### src/rtl/mmio_csr_responder.sv
// mmio_csr_responder: MMIO CSR responder for host-initiated read/write traffic.
// Decodes flattened CCI-P c0 MMIO requests and maintains the AFU CSRs. These are
// DFH, the AFU ID halves, scratch, the host buffer address and control/status.
// Read responses are queued in a show-ahead FIFO and drained through a
// valid/ready response port.
// Ports:
//   clk, rst_n            clock, async active-low reset
//   mmio_req_*            one request per cycle when mmio_req_valid
//                         (read/write, dword address, 4B/8B, tid, write data)
//   cpu_busy              busy status from the cpu block
//   mmio_rsp_valid/ready  response handshake; mmio_rsp_tid/data is the FIFO head
//   buffer_addr(_valid)   host buffer address and "fully written" flag
//   cpu_start             one-cycle start pulse
module mmio_csr_responder #(
  parameter logic [63:0] DFH_VALUE = 64'h1000_0000_0000_0000,
  parameter logic [63:0] AFU_ID_L  = 64'h0,
  parameter logic [63:0] AFU_ID_H  = 64'h0,
  parameter int unsigned RSP_DEPTH = 8
) (
  input  logic        clk,
  input  logic        rst_n,
  input  logic        mmio_req_valid,
  input  logic        mmio_req_is_read,
  input  logic [15:0] mmio_req_addr,
  input  logic        mmio_req_len8,
  input  logic [8:0]  mmio_req_tid,
  input  logic [63:0] mmio_req_data,
  input  logic        cpu_busy,
  output logic        mmio_rsp_valid,
  input  logic        mmio_rsp_ready,
  output logic [8:0]  mmio_rsp_tid,
  output logic [63:0] mmio_rsp_data,
  output logic [63:0] buffer_addr,
  output logic        buffer_addr_valid,
  output logic        cpu_start
);

  localparam int unsigned ADDR_W = 16;
  localparam int unsigned TID_W  = 9;
  localparam int unsigned DATA_W = 64;
  localparam int unsigned PTR_W  = (RSP_DEPTH > 1) ? $clog2(RSP_DEPTH) : 1;
  localparam int unsigned CNT_W  = PTR_W + 1;

  localparam logic [ADDR_W-1:0] ADDR_DFH      = 16'h0000;
  localparam logic [ADDR_W-1:0] ADDR_AFU_ID_L = 16'h0002;
  localparam logic [ADDR_W-1:0] ADDR_AFU_ID_H = 16'h0004;
  localparam logic [ADDR_W-1:0] ADDR_SCRATCH  = 16'h0010;
  localparam logic [ADDR_W-1:0] ADDR_BUF_ADDR = 16'h0012;
  localparam logic [ADDR_W-1:0] ADDR_CTRL     = 16'h0014;
  localparam logic [ADDR_W-1:0] ADDR_STATUS   = 16'h0016;

  // CSR state
  logic [DATA_W-1:0] scratch_q, scratch_d;
  logic [DATA_W-1:0] buf_addr_q, buf_addr_d;
  logic              buf_addr_valid_q, buf_addr_valid_d;
  logic              overflow_q, overflow_d;
  logic              cpu_start_q, cpu_start_d;

  // Response FIFO state
  logic [TID_W-1:0]  tid_mem_q  [RSP_DEPTH];
  logic [DATA_W-1:0] data_mem_q [RSP_DEPTH];
  logic [PTR_W-1:0]  wr_ptr_q, wr_ptr_d;
  logic [PTR_W-1:0]  rd_ptr_q, rd_ptr_d;
  logic [CNT_W-1:0]  count_q, count_d;

  // Request decode
  logic [ADDR_W-1:0] base_addr_c;
  logic              rd_req_c, wr_req_c;
  logic              scratch_we_c, buf_we_c, ctrl_we_c;
  logic [DATA_W-1:0] reg_rd_c, rd_data_c;
  logic              full_c, push_c, pop_c, drop_c;

  // 8B registers live at even dword addresses; odd addresses select the upper half.
  assign base_addr_c = {mmio_req_addr[ADDR_W-1:1], 1'b0};
  assign rd_req_c    = mmio_req_valid & mmio_req_is_read;
  assign wr_req_c    = mmio_req_valid & ~mmio_req_is_read;

  assign scratch_we_c = wr_req_c && (base_addr_c == ADDR_SCRATCH);
  assign buf_we_c     = wr_req_c && (base_addr_c == ADDR_BUF_ADDR);
  // CTRL bits sit in the low dword, so a 4B write to the odd half has no effect.
  assign ctrl_we_c    = wr_req_c && (base_addr_c == ADDR_CTRL) &&
                        (mmio_req_len8 || !mmio_req_addr[0]);

  // Merge write data into a 64b register according to access size and half.
  function automatic logic [DATA_W-1:0] merge_write(
    input logic [DATA_W-1:0] cur,
    input logic [DATA_W-1:0] wdata,
    input logic              len8,
    input logic              odd
  );
    logic [DATA_W-1:0] res;
    res = cur;
    if (len8) begin
      res = wdata;
    end else if (odd) begin
      res[63:32] = wdata[31:0];
    end else begin
      res[31:0] = wdata[31:0];
    end
    return res;
  endfunction

  // Read mux: full register, then narrowed to the addressed dword for 4B reads.
  always_comb begin
    reg_rd_c = '0;
    unique case (base_addr_c)
      ADDR_DFH:      reg_rd_c = DFH_VALUE;
      ADDR_AFU_ID_L: reg_rd_c = AFU_ID_L;
      ADDR_AFU_ID_H: reg_rd_c = AFU_ID_H;
      ADDR_SCRATCH:  reg_rd_c = scratch_q;
      ADDR_BUF_ADDR: reg_rd_c = buf_addr_q;
      ADDR_STATUS:   reg_rd_c = {62'b0, overflow_q, cpu_busy};
      default:       reg_rd_c = '0;
    endcase
    if (mmio_req_len8) begin
      rd_data_c = reg_rd_c;
    end else if (mmio_req_addr[0]) begin
      rd_data_c = {32'b0, reg_rd_c[63:32]};
    end else begin
      rd_data_c = {32'b0, reg_rd_c[31:0]};
    end
  end

  // FIFO control: a full FIFO still accepts a push when the head pops this cycle.
  assign full_c = (count_q == CNT_W'(RSP_DEPTH));
  assign pop_c  = mmio_rsp_valid & mmio_rsp_ready;
  assign push_c = rd_req_c & (~full_c | pop_c);
  assign drop_c = rd_req_c & full_c & ~pop_c;

  // Next-state logic
  always_comb begin
    scratch_d        = scratch_q;
    buf_addr_d       = buf_addr_q;
    buf_addr_valid_d = buf_addr_valid_q;
    wr_ptr_d         = wr_ptr_q;
    rd_ptr_d         = rd_ptr_q;
    count_d          = count_q;
    cpu_start_d      = ctrl_we_c & mmio_req_data[0];
    // A new drop wins over a simultaneous clear.
    overflow_d       = (overflow_q & ~(ctrl_we_c & mmio_req_data[1])) | drop_c;

    if (scratch_we_c) begin
      scratch_d = merge_write(scratch_q, mmio_req_data, mmio_req_len8, mmio_req_addr[0]);
    end
    if (buf_we_c) begin
      buf_addr_d       = merge_write(buf_addr_q, mmio_req_data, mmio_req_len8, mmio_req_addr[0]);
      // Valid only once the high dword (or the whole value) has been written.
      buf_addr_valid_d = mmio_req_len8 | mmio_req_addr[0];
    end

    if (push_c) begin
      wr_ptr_d = wr_ptr_q + PTR_W'(1);
    end
    if (pop_c) begin
      rd_ptr_d = rd_ptr_q + PTR_W'(1);
    end
    unique case ({push_c, pop_c})
      2'b10:   count_d = count_q + CNT_W'(1);
      2'b01:   count_d = count_q - CNT_W'(1);
      default: count_d = count_q;
    endcase
  end

  // State registers
  always_ff @(posedge clk or negedge rst_n) begin
    if (!rst_n) begin
      scratch_q        <= '0;
      buf_addr_q       <= '0;
      buf_addr_valid_q <= 1'b0;
      overflow_q       <= 1'b0;
      cpu_start_q      <= 1'b0;
      wr_ptr_q         <= '0;
      rd_ptr_q         <= '0;
      count_q          <= '0;
    end else begin
      scratch_q        <= scratch_d;
      buf_addr_q       <= buf_addr_d;
      buf_addr_valid_q <= buf_addr_valid_d;
      overflow_q       <= overflow_d;
      cpu_start_q      <= cpu_start_d;
      wr_ptr_q         <= wr_ptr_d;
      rd_ptr_q         <= rd_ptr_d;
      count_q          <= count_d;
    end
  end

  // FIFO storage; contents are don't-care while count is zero, so no reset.
  always_ff @(posedge clk) begin
    if (push_c) begin
      tid_mem_q[wr_ptr_q]  <= mmio_req_tid;
      data_mem_q[wr_ptr_q] <= rd_data_c;
    end
  end

  // Show-ahead outputs; valid derives from the reset count so it drops with rst_n.
  assign mmio_rsp_valid    = (count_q != '0);
  assign mmio_rsp_tid      = tid_mem_q[rd_ptr_q];
  assign mmio_rsp_data     = data_mem_q[rd_ptr_q];
  assign buffer_addr       = buf_addr_q;
  assign buffer_addr_valid = buf_addr_valid_q;
  assign cpu_start         = cpu_start_q;

endmodule

### config.mk
export PLATFORM = sky130hd
export DESIGN_NAME = mmio_csr_responder
export DESIGN_NICKNAME = d
export VERILOG_FILES = /design/src/rtl/mmio_csr_responder.sv
export SDC_FILE = /design/constraint.sdc
export NUM_CORES = 1
export LEC_CHECK = 0
export BUFFER_PORTS_ARGS = -buffer_cell sky130_fd_sc_hd__buf_2
export CORE_UTILIZATION = 50
export DETAILED_ROUTE_END_ITERATION = 10
export PLACE_DENSITY = 0.67
export REMOVE_ABC_BUFFERS = 1
export SYNTH_ARGS = -nofsm -noshare
export SYNTH_HDL_FRONTEND = slang
export SYNTH_SLANG_ARGS = --single-unit
### constraint.sdc
create_clock -name clk -period 10.1 [get_ports clk]
set_input_delay 0 -clock clk [delete_from_list [all_inputs] [get_ports clk]]
set_output_delay 0 -clock clk [all_outputs]
set_load 0.01 [all_outputs]
Word level (Yosys, flattened, before mapping)
Memory sizes are Yosys's and may differ from the RTL's.
Cells that the tools add are included.
W data, S select, Z words.
{ "totals": {"register_bits": 141, "mem_count": 2, "output_inout_bits": 140, "ram_bits": 584, "in_bits": 96} }
{ "op_classes": {"reduce_logical": 14, "addsub": 4, "n_bitwise": 16, "eq_ne": 8, "muxes": 9} }
{ "mem_list": {"columns": ["name", "depth", "width", "rd", "rd_clocked_by_memory_dff", "wr", "line_no", "source"], "rows": [
  ["data_mem_q", 8, 64, 1, 0, 1, "61", "logic [DATA_W-1:0] data_mem_q [RSP_DEPTH];"],
  ["tid_mem_q", 8, 9, 1, 0, 1, "60", "logic [TID_W-1:0] tid_mem_q [RSP_DEPTH];"]
]} }
{ "ops": {"columns": ["operator", "count"], "rows": [
  ["$pmux W64 S4", 1],
  ["$mux W64", 2],
  ["$mux W32", 3],
  ["$eq A15 B4 Y1 const B", 4],
  ["$logic_not A16 Y1", 1],
  ["$and A1 B1 Y1", 9],
  ["$pmux W4 S2", 1],
  ["$reduce_and A2 Y1", 4],
  ["$add A3 B1 Y3 const B", 2],
  ["$add A4 B1 Y4 const B", 1],
  ["$eq A4 B4 Y1 const B", 1],
  ["$logic_and A1 B1 Y1", 4],
  ["$not A1 Y1", 4],
  ["$reduce_bool A2 Y1", 2],
  ["$reduce_bool A4 Y1", 1],
  ["$sub A4 B1 Y4 const B", 1],
  ["$or A1 B1 Y1", 3],
  ["$eq A2 B1 Y1 const B", 1],
  ["$eq A2 B2 Y1 const B", 1],
  ["$mux W1", 2],
  ["$ne A2 B1 Y1 const B", 1],
  ["$logic_not A1 Y1", 1],
  ["$logic_or A1 B1 Y1", 1]
]} }

Depth between registers and ports, before layout
Gate-level depths: netlist of the first run.
{ "logic_depth": {"ltp_word": 8, "ltp_mapped": 9, "mapped_depth_nobuf": 8} }

Worst setup path before layout of the first run
OpenSTA, ideal clock, no wires.
{ "synth_timing": {"path_type": "register -> register", "start": "reg count_q[1]", "end": "mem data_mem_q[2][0] (enable)", "setup_ns": 0.710, "t_required_ns": 9.390, "arrival_time_ns": 8.357, "path_slack_ns": 1.033, "stages_incl_launch_ff": 6, "path_cell_list": "dfrtp_1 clkbuf_1 nor3_1 nand2_1 nand2_1 nor4b_1"} }
{ "synth_between": {"elab_chain_cells": 6} }
{ "synth_lines": {"columns": ["item", "line_no", "source"], "rows": [
  ["start: declaration", "64", "logic [CNT_W-1:0] count_q, count_d;"],
  ["start signal: assignment", "183", "count_q <= count_d;"],
  ["$reduce_bool A4 Y1 / $eq A4 B4 Y1 (equally long branches)", "196, 125", null],
  ["$and A1 B1 Y1 / $not A1 Y1 (equally long branches)", "126, 127", null],
  ["$or A1 B1 Y1 (*)", "127", "assign push_c = rd_req_c & (~full_c | pop_c);"],
  ["$and A1 B1 Y1 (*)", "127", null],
  ["$mux W1 (*)", "189", "if (push_c) begin"],
  ["$mux W1 (implied by the code) (*)", "191", "data_mem_q[wr_ptr_q] <= rd_data_c;"],
  ["end: declaration", "61", null]
]} }
Every way passes the cells marked *; elsewhere a longest branch is shown, timed or not.

Worst setup path in the final report of the first run
{ "layout_timing": {"start": "reg rd_ptr_q[1]", "end": "out mmio_rsp_data[30]"} }
{ "layout_between": {"elab_chain_cells": 1} }
{ "layout_lines": {"columns": ["item", "line_no", "source"], "rows": [
  ["start: declaration", "63", "logic [PTR_W-1:0] rd_ptr_q, rd_ptr_d;"],
  ["start signal: assignment", "182", "rd_ptr_q <= rd_ptr_d;"],
  ["$mem_v2 Z8 W64", null, null],
  ["end: declaration", "32", "output logic [63:0] mmio_rsp_data,"]
]} }
No other way between the ends.

==> impl_metrics.json, run 1 <==
{
  "die_h_um": 243.7,
  "ff2ff_setup_slack_ns": 7.51,
  "die_w_um": 243.7,
  "r2r_cells": 6,
  "holdCritPathClass": "input pin to asynchronous set/reset pin",
  "rsz0062_at_grt": "false",
  "r2r-end": "data_mem_q[3][59]",
  "grt_max_degree": 117,
  "gp_congestion": 0.7436,
  "drtIter0Drc": 1468,
  "final_common_cell": "edfxtp_1",
  "crit_top_cell": "buf_4",
  "setup_viol": 0,
  "synth_top_area_cell": "edfxtp_1",
  "first_global_vias": 16130,
  "cts_root_buf": "clkbuf_16",
  "antenna_cells": 0,
  "io_buffers": 235,
  "worst_path_dominant_cell_family": "buffers and inverters",
  "ant_nets": 0,
  "ctsResizeCount": 0,
  "via_per_inst": 5.920,
  "synthTopCellsByArea": "edfxtp_1 60%, dfrtp_1 12%, mux4_2 11%",
  "startpoint_type": "flip-flop",
  "max_slew.worst_pin.slew_ns": 1.086,
  "fill_cells": 4264,
  "final_cell_mix": "584 x edfxtp_1, 233 x buf_2, 231 x mux2_2, 146 x mux4_2, 138 x dfrtp_1",
  "row_count": 88,
  "avgSynthCellArea_sq_um": 19.78,
  "clkSinkCount": 725,
  "slowest_delay_ns": 0.92,
  "final_nets": 1905,
  "grt_pass1_wl_um": 101900,
  "fin_skew_ns": 0.02316,
  "powerDensity_nw_per_um2": 237.1,
  "num_io_pins": 236,
  "cap_viol_max_count": 0,
  "first_pass_iters": 6,
  "syn_area_sq_um": 29210,
  "overflow": 0,
  "vias": 15580,
  "fin_crit_ns": 3.878,
  "synth_edf_count": 584,
  "synth_cells": 1477,
  "reg2reg_from": "count_q[1]",
  "maxSlewViolCount": 0,
  "clk_pin_slew_ns": 0.06,
  "drc": 0,
  "yosysSeqAreaShare_pct": 72.11,
  "area_growth_pct": 18.11,
  "worst_slack_ns": 6.222,
  "async_reset_ff_share_pct": 19.45,
  "cp-end-kind": "primary output",
  "htreeDepth": 3,
  "instances_no_fill": 2632,
  "cp.arrival_ns": 3.88,
  "max_slew_margin_pct": 27.47,
  "peakVddDrop_mv": 0.2363,
  "path_cells": "buf_4 -> buf_4 -> mux4_2 -> mux2_2 -> buf_2",
  "setup_tns_ns": 0,
  "path_class": "flip-flop to primary output",
  "post_drt_wl_per_cell_um": 25.97,
  "synth.distinct_cells": 45,
  "dp_slack_ns": 6.381,
  "hold_viol_final": 0,
  "core_sq_um": 57700,
  "dp_hpwl_um": 37580,
  "dieArea_sq_um": 59400,
  "drive_gt1_share_pct": 41.46,
  "fmax_mhz": 257.9,
  "post-route-period-util_pct": 38.39,
  "status": "complete, no violations",
  "clk_latency_ns": 0.60,
  "start_util_pct": 50.64,
  "crit_buf_inv": 3,
  "synth_warnings": 0,
  "track_usage_pct": 23.34,
  "antenna_found_initial": 0,
  "drt_wl_total_um": 68350,
  "clockBufferDepth": 3,
  "tritoncts": "built",
  "slowest_stage": "buf_4",
  "placed_cells": 2414,
  "synth_top_area_share_pct": 60.03,
  "synth_flop_cell": "edfxtp_1",
  "worst-path-max-fanout": 68,
  "worst_ep_required_time_ns": 10.10,
  "ys_ff_latch": 725,
  "leakage_nw": 12.89,
  "cts_buffers": 74
}
==> synth_stat cells (3+ instances only) <==
cell	instances
nor2b_1	4
buf_6	6
edfxtp_1	584
ha_1	3
xnor2_1	5
buf_1	21
dfrtp_1	141
nor3b_1	5
nand3_1	65
mux4_2	146
or4_1	5
mux2_1	4
clkbuf_1	64
a211o_1	29
nor3_1	8
mux2_2	231
nand2_1	13
o21ai_0	4
mux2i_1	34
nor2_1	34
a21oi_1	5
o22ai_1	32
buf_2	7
==> cell type report <==
cell class                      count  area (sq um)  area share, %
Clock buffer                      109          2161          6.262
Sequential cell                   725         21080          61.08
Clock inverter                     28         240.2         0.6962
Tap cell                          765         957.2          2.774
Timing Repair Buffer              351          2271          6.581
Multi-Input combinational cell    652          7792          22.58
Inverter                            2         7.507        0.02176
==> state kept, by name, summed over array words and instances (netlist names) <==
register,flops
cpu_start,1
rd_ptr_q,3
overflow_q,1
wr_ptr_q,3
scratch_q,64
tid_mem_q,72
buffer_addr,64
buffer_addr_valid,1
data_mem_q,512
count_q,4
==> cell families (layout without fill, tap and decap cells) <==
kind of cell	Yosys count	in the layout	share of synthesized area [%]
AND/OR/NAND/NOR	146	146	2.600
AO/OA/AOI/OAI	82	82	2.039
adder cells (fa/ha/maj)	3	3	0.1285
multiplexers	415	415	21.48
flip-flops	725	725	72.11
XOR/XNOR	6	6	0.1799
buffers and inverters	100	490	1.469
==> layer usage <==
layer	share of wire [%]	GRT usage (%)
met5	0	0
met1	42	33.09
met4	1.5	5.772
met2	49	37.94
met3	7.1	3.889
==> stage by stage <==
| step | total power, mW | hold WS, ns | cell area [sq um] | utilization [%] |
|---|---|---|---|---|
| global route | 8.506 | 0.08658 | 34510 | 59.81 |
| finish | 8.182 | 0.03164 | 34510 | 59.81 |
| global placement | 5.570 | 0.1059 | 31290 | 54.24 |
| detailed placement | 5.582 | 0.1103 | 31290 | 54.24 |
| floorplan | 5.095 | -0.2956 | 28790 | - |
| CTS | 8.279 | 0.03199 | 34510 | 59.81 |
==> repair_timing <==
item                      4_1_cts  5_1_grt
hold buffers                   81        0
hold endpoints to repair      288        0
setup buffers                   0        0
==> worst max path at each step <==
stage | startpoint | slack [ns] | end | cells past startpoint
finish | rd_ptr_q[1] | 6.22 | mmio_rsp_data[30] | 5
global route | rd_ptr_q[1] | 6.06 | mmio_rsp_data[23] | 5
CTS | rd_ptr_q[1] | 6.16 | mmio_rsp_data[30] | 5
detailed placement | mmio_req_addr[6] | 6.38 | data_mem_q[0][16] | 6
global placement | mmio_req_addr[6] | 6.55 | data_mem_q[6][24] | 6
floorplan | count_q[1] | 1.16 | data_mem_q[2][0] | 4
==> where the power goes <==
group / internal (mW) / switching [mW] / total (mW) / leakage [nW]
combinational: 0.988 / 0.992 / 1.98 / 4.10
clock: 1.59 / 1.09 / 2.68 / 1.17
sequential: 3.38 / 0.142 / 3.53 / 7.62
No activity file was read; power rests on OpenSTA's default activity.
==> run 2, diff against run 1 <==
clock period = 3.8 ns   (was 10.1 ns; I/O delays follow)
==> impl_metrics.json, run 2 (same netlist as run 1, synthesis figures left out) <==
{
  "power.total_mw": 21.91,
  "final_nets": 1912,
  "track_usage_pct": 23.82,
  "antenna_cells": 0,
  "cts_buffers": 71,
  "clk_pin_slew_ns": 0.06,
  "cap_viol_max_count": 0,
  "dp_hpwl_um": 40470,
  "grt_pass1_wl_um": 104200,
  "area_growth_pct": 18.78,
  "io_buffers": 235,
  "final_common_cell": "edfxtp_1",
  "hold_viol_final": 0,
  "first_pass_iters": 5,
  "overflow": 0,
  "post-route-period-util_pct": 76.62,
  "post_drt_wl_per_cell_um": 26.39,
  "vias": 15680,
  "dieArea_sq_um": 59400,
  "reg.largest.list": "data_mem_q x512, tid_mem_q x72",
  "post_cts_buffers": 0,
  "path_class": "flip-flop to primary output",
  "via_per_inst": 5.945,
  "status": "complete, no violations",
  "ant_nets": 0,
  "maxSlewViolCount": 0,
  "max_slew_margin_pct": 26.44,
  "reg2reg_from": "count_q[2]",
  "antenna_found_initial": 1,
  "rsz0062_at_grt": "false",
  "powerDensity_nw_per_um2": 631.4,
  "placed_cells": 2425,
  "row_count": 88,
  "first_global_vias": 16540,
  "leakage_nw": 12.98,
  "holdCritPathClass": "input pin to asynchronous set/reset pin",
  "grt_max_degree": 75,
  "dp_slack_ns": 0.5062,
  "setup_viol": 0,
  "worst-path-max-fanout": 29,
  "drive_gt1_share_pct": 42.20,
  "clockBufferDepth": 3,
  "whs_ns": 0.007201,
  "die_w_um": 243.7,
  "clk_latency_ns": 0.60,
  "cts_root_buf": "clkbuf_16",
  "die_h_um": 243.7,
  "tritoncts": "built",
  "num_io_pins": 236,
  "fin_crit_ns": 2.911,
  "top_register": "data_mem_q",
  "cp-end-kind": "primary output",
  "drt_wl_total_um": 69600,
  "startpoint_type": "flip-flop",
  "gp_congestion": 0.7498,
  "largest_register_ffs": 512,
  "max_slew.worst_pin.slew_ns": 1.101,
  "final_cell_mix": "584 x edfxtp_1, 233 x buf_2, 231 x mux2_2, 146 x mux4_2, 138 x dfrtp_1",
  "worst_slack_ns": 0.8885,
  "placed_cell_area_sq_um": 31500,
  "fmax_mhz": 343.5,
  "drtIter0Drc": 1209,
  "core_sq_um": 57700,
  "drc": 0,
  "peakVddDrop_mv": 0.3751,
  "htreeDepth": 3,
  "cp.arrival_ns": 2.91,
  "instances_no_fill": 2637,
  "fin_skew_ns": 0.01622,
  "start_util_pct": 50.64,
  "clkSinkCount": 725,
  "worst_ep_required_time_ns": 3.80,
  "fin_area_sq_um": 34700,
  "crit_start": "rd_ptr_q[0]"
}
[run 2: final timing paths]
kind	endpoint	slack, ns	cells past startpoint
worst max-delay path	mmio_rsp_data[10]	0.89	4
worst min-delay path	buffer_addr[42]	0.007	2
worst max register to register	count_q[1]	1.06	9
worst min register to register	buffer_addr_valid	0.49	1
max in group asynchronous	buffer_addr[19]	2.71	3
min in group clk	overflow_q	0.04	4
[run 2: layout make-up]
class                           instances  area (sq um)
Inverter                                2         7.507
Clock buffer                          102          2091
Timing Repair Buffer                  361          2469
Multi-Input combinational cell        652          7792
Clock inverter                         30         309.0
Sequential cell                       725         21080
Tap cell                              765         957.2
Fill cell                            4141         22990
[run 2: stage by stage]
stage	setup TNS, ns	util [%]
3_5_place_dp	0	54.60
4_1_cts	0	60.15
5_1_grt	0	60.15
2_1_floorplan	-2049.87	-
3_3_place_gp	0	54.60
6_report	0	60.15
[run 2: critical path, cell delays in order, from the launching register on]
cell and delay [ns]:
dfrtp_4 0.83, buf_4 0.43, mux4_2 0.55, mux2_2 0.32, buf_2 0.15
[run 2: timing repair]
| item | CTS | global route |
|---|---|---|
| gates resized for setup | 0 | 0 |
| hold buffers | 80 | 0 |
| endpoints found under the hold margin | 282 | 0 |
| setup endpoints to repair | 0 | 0 |
[run 2: report_power, final]
group	switching [mW]	total (mW)	internal, mW
sequential	0.425	9.41	8.99
clock	2.90	7.15	4.25
combinational	2.63	5.35	2.72
[run 2: routing by layer]
metal | GRT usage (%) | wire length [um] | up-vias
met5 | 0 | 0 | -
met3 | 4.010 | 4523 | 113
li1 | - | - | 6685
met1 | 33.21 | 29450 | 8296
met2 | 38.36 | 33960 | 583
met4 | 7.923 | 1665 | 0
==> run 3, diff against run 2 <==
ABC_AREA = 1   (was unset)
clock period = 3 ns   (was 3.8 ns; I/O delays follow)
==> impl_metrics.json, run 3 <==
{
  "status": "finished with violations",
  "violations": "DRC",
  "final_common_cell": "nand2_1",
  "worst_ep_required_time_ns": 3.00,
  "final_nets": 3006,
  "largest_register_ffs": 512,
  "clkSinkCount": 725,
  "multi_input_area_sq_um": 7805,
  "track_usage_pct": 25.27,
  "ff2ff_setup_slack_ns": 0.81,
  "whs_ns": 0.04576,
  "via_per_inst": 5.644,
  "core_sq_um": 58910,
  "maxSlewViolCount": 0,
  "vias": 21080,
  "fmax_mhz": 356.7,
  "drive_gt1_share_pct": 13.99,
  "setup_tns_ns": 0,
  "synth_edf_count": 584,
  "num_io_pins": 236,
  "drt_wl_total_um": 76550,
  "start_util_pct": 50.56,
  "area_growth_pct": 17.42,
  "powerDensity_nw_per_um2": 835.6,
  "holdCritPathClass": "input pin to flip-flop",
  "clk_latency_ns": 0.60,
  "first_pass_iters": 9,
  "gp_congestion": 0.8113,
  "clockBufferDepth": 3,
  "syn_area_sq_um": 29790,
  "synth.distinct_cells": 35,
  "reg.largest.list": "data_mem_q x512, tid_mem_q x72",
  "cts_root_buf": "clkbuf_16",
  "leakage_nw": 14.09,
  "drtIter0Drc": 1935,
  "post-route-period-util_pct": 93.44,
  "first_global_vias": 20680,
  "async_reset_ff_share_pct": 19.45,
  "worst-path-max-fanout": 96,
  "hold_viol_final": 0,
  "antenna_found_initial": 0,
  "max_slew.worst_pin.slew_ns": 0.9963,
  "synth_flop_cell": "edfxtp_1",
  "synth_top_area_share_pct": 58.88,
  "max_slew_margin_pct": 33.58,
  "final_cell_mix": "702 x nand2_1, 584 x edfxtp_1, 450 x nor2_1, 280 x o21ai_0, 234 x buf_2",
  "synth_warnings": 0,
  "placed_cell_area_sq_um": 31860,
  "ff_latch_area_sq_um": 21080,
  "peakVddDrop_mv": 0.7146,
  "row_count": 89,
  "synth_cells": 2640,
  "die_w_um": 246.1,
  "startpoint_type": "flip-flop",
  "synthTopCellsByArea": "edfxtp_1 59%, dfrtp_1 12%, nand2_1 8.8%",
  "yosys-top-cells-count": "702 x nand2_1, 584 x edfxtp_1, 459 x nor2_1, 280 x o21ai_0, 146 x o32ai_1",
  "overflow": 0,
  "io_buffers": 235,
  "tritoncts": "built",
  "grt_pass1_wl_um": 116100,
  "fin_util_pct": 59.37,
  "grt_max_degree": 198,
  "ys_ff_latch": 725,
  "die_h_um": 246.1,
  "post_drt_wl_per_cell_um": 20.50,
  "drc": 4,
  "yosysMostFrequentCell": "nand2_1",
  "rsz0062_at_grt": "false",
  "htreeDepth": 3,
  "cp.arrival_ns": 2.80,
  "fin_crit_ns": 2.803,
  "avgSynthCellArea_sq_um": 11.28,
  "fin_skew_ns": 0.01523,
  "fill_cells": 4700,
  "cts_buffers": 70,
  "dp_hpwl_um": 40850,
  "fin_area_sq_um": 34980,
  "clk_pin_slew_ns": 0.06,
  "cp-end-kind": "primary output",
  "path_class": "flip-flop to primary output",
  "top_register": "data_mem_q",
  "synth_top_area_cell": "edfxtp_1",
  "dieArea_sq_um": 60550,
  "cap_viol_max_count": 0,
  "yosysSeqAreaShare_pct": 70.72,
  "ant_nets": 0,
  "power.total_mw": 29.23,
  "setup_viol": 0
}
==> run 3: cell count changes after synthesis, sizes merged, moves of 29 or more <==
cell / delta
a211o: -29
buf: +33
clkbuf: +35
inv: +53
mux2: -235
mux2i: -34
mux4: -146
nand2: +694
nand3: -53
nor2: +430
o21ai: +307
o22ai: -32
o32ai: +146
==> run 3: critical path: stages, from the launching register on <==
cell     delay (ns)
dfrtp_4        0.47
buf_4          0.76
nor2_1         0.14
o32ai_1        0.35
nand2_1        0.09
nand2_1        0.19
buf_2          0.16
==> run 3: metrics by stage <==
step	cells	worst slack (ns)
after detailed placement	3523	0.6527
after CTS	3732	0.1025
after global routing	3733	0.04130
final	3734	0.1968
after global placement	3523	0.7510
after floorplan	2474	-8.297
==> run 3: final timing paths <==
kind / depth (start not counted) / end / start
worst min register to register: 2 / scratch_q[16] / scratch_q[16]
worst max register to register: 7 / data_mem_q[6][31] / count_q[3]
worst max-delay path: 6 / mmio_rsp_data[32] / rd_ptr_q[0]
max in group asynchronous: 3 / scratch_q[34] / rst_n
min in group asynchronous: 2 / scratch_q[12] / rst_n
worst min-delay path: 5 / data_mem_q[1][0] / cpu_busy
==> run 3: power breakdown <==
| group | leakage (nW) | switching, mW | total (mW) | internal [mW] |
|---|---|---|---|---|
| clock network | 1.10 | 3.64 | 8.71 | 5.07 |
| registers | 7.63 | 0.350 | 11.7 | 11.3 |
| logic | 5.36 | 5.94 | 8.84 | 2.90 |
| total | 14.1 | 9.93 | 29.2 | 19.3 |
==> run 3: kinds of logic after synthesis <==
family	share of synthesized area, %
xor+xnor	0.1176
simple gates	15.53
fa+ha+maj	0.1260
compound gates	10.18
flops	70.72
buf+inv	3.327
==> run 3: what timing repair did <==
action	CTS	global route
setup endpoints to repair	0	9
endpoints found under the hold margin	299	0
resized for setup	0	0
buffers inserted	0	1
hold buffers	84	0
==> run 3: metal layers <==
metal	track usage (%)	part of all wire [%]	up-vias
met5	0	0	-
met4	9.171	2.8	0
li1	-	-	9751
met3	3.932	7.5	150
met1	34.39	42	10340
met2	41.18	48	831
==> run 3: area by class of cell <==
cell class / instances / share of cell area (%)
antenna: 1 / 0.007155
clock buffer: 101 / 5.724
clock inverter: 24 / 0.6976
inverter: 56 / 0.6296
multi-input combinational: 1693 / 22.32
sequential: 725 / 60.26
tap: 773 / 2.765
timing repair buffer: 361 / 7.602
